==> src/rtl/ifu_pkg.sv <==
// ifu_pkg: shared types and constants for the instruction fetch unit
package ifu_pkg;
  localparam int XLEN = 64;
  localparam int ILEN = 32;
  localparam int INST_INC = 4;
  typedef enum logic [1:0] {REQ, WAIT, HOLD, FLUSH} fetch_state_e;
  localparam logic [1:0] FAULT_NONE     = 2'b00;
  localparam logic [1:0] FAULT_MISALIGN = 2'b01;
  localparam logic [1:0] FAULT_ACCESS   = 2'b10;
endpackage

==> src/rtl/ifu_fetch.sv <==
// ifu_fetch: single-outstanding instruction fetch with PC update and decode handoff
module ifu_fetch import ifu_pkg::*; #(
  parameter int XLEN = ifu_pkg::XLEN,
  parameter int ILEN = ifu_pkg::ILEN
) (
  input  logic            clk_i,
  input  logic            rst_ni,
  input  logic [XLEN-1:0] pc_i,
  output logic            pc_we_o,
  output logic [XLEN-1:0] pc_next_o,
  output logic            imem_req_valid_o,
  input  logic            imem_req_ready_i,
  output logic [XLEN-1:0] imem_req_addr_o,
  input  logic            imem_rsp_valid_i,
  input  logic [ILEN-1:0] imem_rsp_data_i,
  input  logic            imem_rsp_err_i,
  input  logic            redirect_valid_i,
  input  logic [XLEN-1:0] redirect_pc_i,
  output logic            inst_valid_o,
  input  logic            inst_ready_i,
  output logic [ILEN-1:0] inst_o,
  output logic [XLEN-1:0] inst_pc_o,
  output logic [1:0]      inst_fault_o
);
  fetch_state_e    state_q, state_d;
  logic [ILEN-1:0] inst_q, inst_d;
  logic [XLEN-1:0] inst_pc_q, inst_pc_d;
  logic [1:0]      fault_q, fault_d;
  logic            aligned;
  assign aligned = pc_i[1:0] == 2'b00;
  // next-state and holding-register updates; redirects always win over local progress
  always_comb begin
    state_d = state_q;
    inst_d = inst_q;
    inst_pc_d = inst_pc_q;
    fault_d = fault_q;
    imem_req_valid_o = 1'b0;
    case (state_q)
      REQ: begin
        imem_req_valid_o = !redirect_valid_i && aligned;
        if (!redirect_valid_i && !aligned) begin
          inst_pc_d = pc_i;
          inst_d = '0;
          fault_d = FAULT_MISALIGN;
          state_d = HOLD;
        end else if (!redirect_valid_i && imem_req_ready_i) begin
          inst_pc_d = pc_i;
          state_d = WAIT;
        end
      end
      WAIT: begin
        if (redirect_valid_i) begin
          state_d = imem_rsp_valid_i ? REQ : FLUSH;
        end else if (imem_rsp_valid_i) begin
          inst_d = imem_rsp_err_i ? '0 : imem_rsp_data_i;
          fault_d = imem_rsp_err_i ? FAULT_ACCESS : FAULT_NONE;
          state_d = HOLD;
        end
      end
      HOLD: state_d = (redirect_valid_i || inst_ready_i) ? REQ : HOLD;
      FLUSH: state_d = imem_rsp_valid_i ? REQ : FLUSH;
      default: state_d = REQ;
    endcase
  end
  // state and decode-side holding registers
  always_ff @(posedge clk_i) begin
    if (!rst_ni) begin
      state_q <= REQ;
      inst_q <= '0;
      inst_pc_q <= '0;
      fault_q <= FAULT_NONE;
    end else begin
      state_q <= state_d;
      inst_q <= inst_d;
      inst_pc_q <= inst_pc_d;
      fault_q <= fault_d;
    end
  end
  assign imem_req_addr_o = pc_i;
  assign pc_we_o = rst_ni && (redirect_valid_i || (state_q == HOLD && inst_ready_i));
  assign pc_next_o = !pc_we_o ? '0 : redirect_valid_i ? redirect_pc_i : inst_pc_q + XLEN'(INST_INC);
  assign inst_valid_o = rst_ni && state_q == HOLD && !redirect_valid_i;
  assign inst_o = rst_ni ? inst_q : '0;
  assign inst_pc_o = rst_ni ? inst_pc_q : '0;
  assign inst_fault_o = rst_ni ? fault_q : FAULT_NONE;
endmodule

==> config.mk <==
export PLATFORM = sky130hd
export DESIGN_NAME = ifu_fetch
export DESIGN_NICKNAME = d
export VERILOG_FILES = /design/src/rtl/ifu_pkg.sv /design/src/rtl/ifu_fetch.sv
export SDC_FILE = /design/constraint.sdc
export NUM_CORES = 1
export LEC_CHECK = 0
export CORE_AREA = 2 2 156 158
export CTS_BUF_LIST = sky130_fd_sc_hd__clkbuf_4
export CTS_CLUSTER_DIAMETER = 30
export DETAILED_ROUTE_END_ITERATION = 12
export DIE_AREA = 0 0 158 160
export PLACE_DENSITY = 0.72
export REMOVE_ABC_BUFFERS = 1
export SYNTH_ARGS = -nofsm -noshare
export SYNTH_HDL_FRONTEND = slang
export SYNTH_SLANG_ARGS = --single-unit
==> constraint.sdc <==
create_clock -name clk_i -period 5.5 [get_ports clk_i]
set_clock_uncertainty 0.05 [all_clocks]
set_input_delay 1.1 -clock clk_i [delete_from_list [all_inputs] [get_ports clk_i]]
set_output_delay 1.1 -clock clk_i [all_outputs]
set_load 0.005 [all_outputs]
==> results.yml <==
cts:
  root_buffer: "clkbuf_4"
  htree_num_levels: 3
  cts_setup_buffers: 0
  cts_buffers: 9
  cts.sinks: 100
  ctsResizeCount: 0
  ctsHoldBuffers: 0
  cts_tree: "done"
  clock_latency_ps: 480
  cts_buffer_depth: 2
  clk_pin_slew_worst_paths_ps: 200
synth:
  synth_flop_cell: "dfxtp_1"
  synth.cell_area_um2: 6970
  netlist.area_leader.share: 0.287
  synth-edff-count: 0
  synth.yosys.seq_area_share: 0.287
  yosysWarnings: 0
  avgSynthCellArea_um2: 6.94
  synthCells: 1005
  async_flop_share: 0
  ys_ff_latch: 100
  ys_types: 45
  ys_top_cells_by_area: "dfxtp_1, nand2_1, a21boi_0"
  yosys.area.top_type: "dfxtp_1"
final_layout:
  finalInstanceArea_um2: 10900
  syn2layout_area_growth_pct: 56.3
  layout.nets: 1460
  drive_gt1_frac: 0.0370
  fill_cells: 2446
critical_path:
  start_kind: "flip-flop"
  cp-end-kind: "primary output"
  r2r_slack_ps: 2820
  path_delay_family: "simple AND/OR/NAND/NOR gates"
  rr_endpoint: "inst_pc_q[59]"
  worst_path_max_delay_cell: "nor4_1"
  r2r-start: "state_q[1]"
  path_buf_inv: 1
  crit_type: "reg2out"
  cp_max_fo: 6
  path_cells: "ha_1 -> nand4_1 -> or4_1 -> nor4_1 -> nand3_1 -> xor2_1 -> a21oi_1 -> clkdlybuf4s50_1"
  cp.required_ps: 4350
  cp_slowest_stage_delay_ps: 760
  arrival_ps: 3690
  rr_worst_depth: 5
timing:
  hold_viol_final: 0
  setup_viol: 0
  grt_setup_unrepaired: "false"
  period_needed_ps: 4840
  fmax_mhz: 207
  hold_ws_ps: 444
  fin_setup_tns_ps: 0
  worst_slew_pin_slew_ps: 980
  slew_headroom: 0.342
  fin_crit_sh: 0.879
  slew_viol_final: 0
global_route:
  grt_pass1_vias: 7565
  grt_antenna_before_repair: 1
  overflow: 0
  grt_first_pass_wirelength_um: 42700
  grt_max_degree: 102
  grtUsageTotal: 0.218
placed_design:
  dp_hpwl_um: 22000
  io_buffers: 395
  post_dp_cell_area_um2: 10700
  gp_congestion: 0.799
min_path:
  whs_path_depth: 2
  hold_start: "inst_q[11]"
  hold_end: "inst_q[11]"
  hold_class: "reg2reg"
floorplanning:
  core_um2: 23800
  die_x_um: 158
  io_pins: 396
  start_util: 0.293
  fp.dieH_um: 160
  dieArea_um2: 25300
  rows: 57
detailed_routing:
  firstDrtPassIters: 4
  avgViaCountPerCell: 4.79
  drc: 0
  wl_um: 28600
  vias: 7773
  drt_iter0_markers: 342
  detail_route.wl_per_cell_um: 17.6
  ant_nets: 0
pwr:
  cellPowerDensity_nw_per_um2: 161
  p_leak_nw: 3.98
  irDropWorstVdd_mv: 0.142
job:
  drv_cap: 0
outcome:
  status: "complete, no violations"
[worst reg2reg max path, delay by kind of cell (launching register included)]
kind	cells	cell delay (ps)
compound gates	2	970
simple gates	2	680
buf+inv	1	460
flops	1	430
[flip-flops by register name, summed over array words and instances (netlist names)]
register   cells
fault_q        2
inst_q        32
state_q        2
inst_pc_q     64
[area by class of cell]
type | instances | area (µm²) | area share
clock inverters | 7 | 81.3 | 0.00747
repair buffers | 412 | 4090 | 0.375
diodes | 1 | 2.50 | 0.000230
clock buffers | 9 | 67.6 | 0.00620
well taps | 324 | 405 | 0.0372
multi-input cells | 729 | 4100 | 0.376
flip-flops and latches | 100 | 2000 | 0.184
inverters | 40 | 151 | 0.0139
[logic make-up (layout without fill, tap and decap cells)]
group	count (synthesis)	after routing	synth area share
XOR/XNOR	56	56	0.0704
other	0	1	0
AO/OA/AOI/OAI	212	212	0.181
flip-flops	100	100	0.287
AND/OR/NAND/NOR	454	454	0.321
adder cells (fa/ha/maj)	1	1	0.00179
multiplexers	6	6	0.00862
buffers and inverters	176	468	0.130
[how the worst max path moves through the flow]
stage                             from            end  depth (start not counted)
after floorplan           inst_ready_i  pc_next_o[51]                          5
after detailed placement  inst_ready_i  pc_next_o[23]                          8
after global routing      inst_pc_q[2]  pc_next_o[54]                          8
after CTS                 inst_pc_q[2]  pc_next_o[54]                          8
final                     inst_pc_q[2]  pc_next_o[54]                          8
after global placement    inst_ready_i  pc_next_o[23]                          8
[through the flow]
step | power (mW) | util | cells | worst slack, ps
3_3_place_gp | 1.32 | 0.451 | 1605 | 1130
5_1_grt | 1.86 | 0.457 | 1622 | 318
6_report | 1.76 | 0.457 | 1622 | 664
3_5_place_dp | 1.33 | 0.451 | 1605 | 1060
2_1_floorplan | 0.964 | - | 869 | 803
4_1_cts | 1.79 | 0.457 | 1621 | 568
[synth_stat cells, types with 2 or more instances]
cell	instances
clkbuf_1	66
buf_4	64
nor3b_1	2
or4_1	6
and3_1	13
nand3_1	61
mux2i_1	6
dfxtp_1	100
nor2_1	34
a21oi_1	53
o31ai_1	2
xor2_1	26
o21ai_0	79
inv_1	39
a211oi_1	2
and4_1	7
a21boi_0	66
nand4_1	20
nor3_1	11
and2_1	73
nand2_1	198
buf_2	2
nor4bb_1	2
or3_1	4
o21a_1	2
or2_2	3
buf_1	4
a31oi_1	2
nor4_1	11
nand2b_1	3
xnor2_1	30
[layer usage]
| metal | vias up | part of all wire | track usage | routed length (µm) |
|---|---|---|---|---|
| met2 | 307 | 0.50 | 0.398 | 14400 |
| met4 | 0 | 0.019 | 0.0577 | 532 |
| met1 | 3557 | 0.40 | 0.249 | 11400 |
| met5 | - | 0 | 0 | 0 |
| met3 | 32 | 0.078 | 0.0573 | 2230 |
| li1 | 3877 | - | - | - |
[where the power goes]
part	internal [mW]	switching (mW)
Sequential	0.759	0.0517
Combinational	0.290	0.210
Clock	0.146	0.301
[cells in the final DEF, fill, tap and decap left out, types with 17 or more instances in the layout]
| cell | instances |
|---|---|
| clkdlybuf4s50_1 | 393 |
| nand2_1 | 198 |
| dfxtp_1 | 100 |
| o21ai_0 | 78 |
| and2_1 | 73 |
| a21boi_0 | 66 |
| nand3_1 | 61 |
| a21oi_1 | 53 |
| inv_1 | 39 |
| nor2_1 | 34 |
| xnor2_1 | 30 |
| xor2_1 | 26 |
| nand4_1 | 20 |
| buf_4 | 17 |
(Power assumes the default switching activity.)
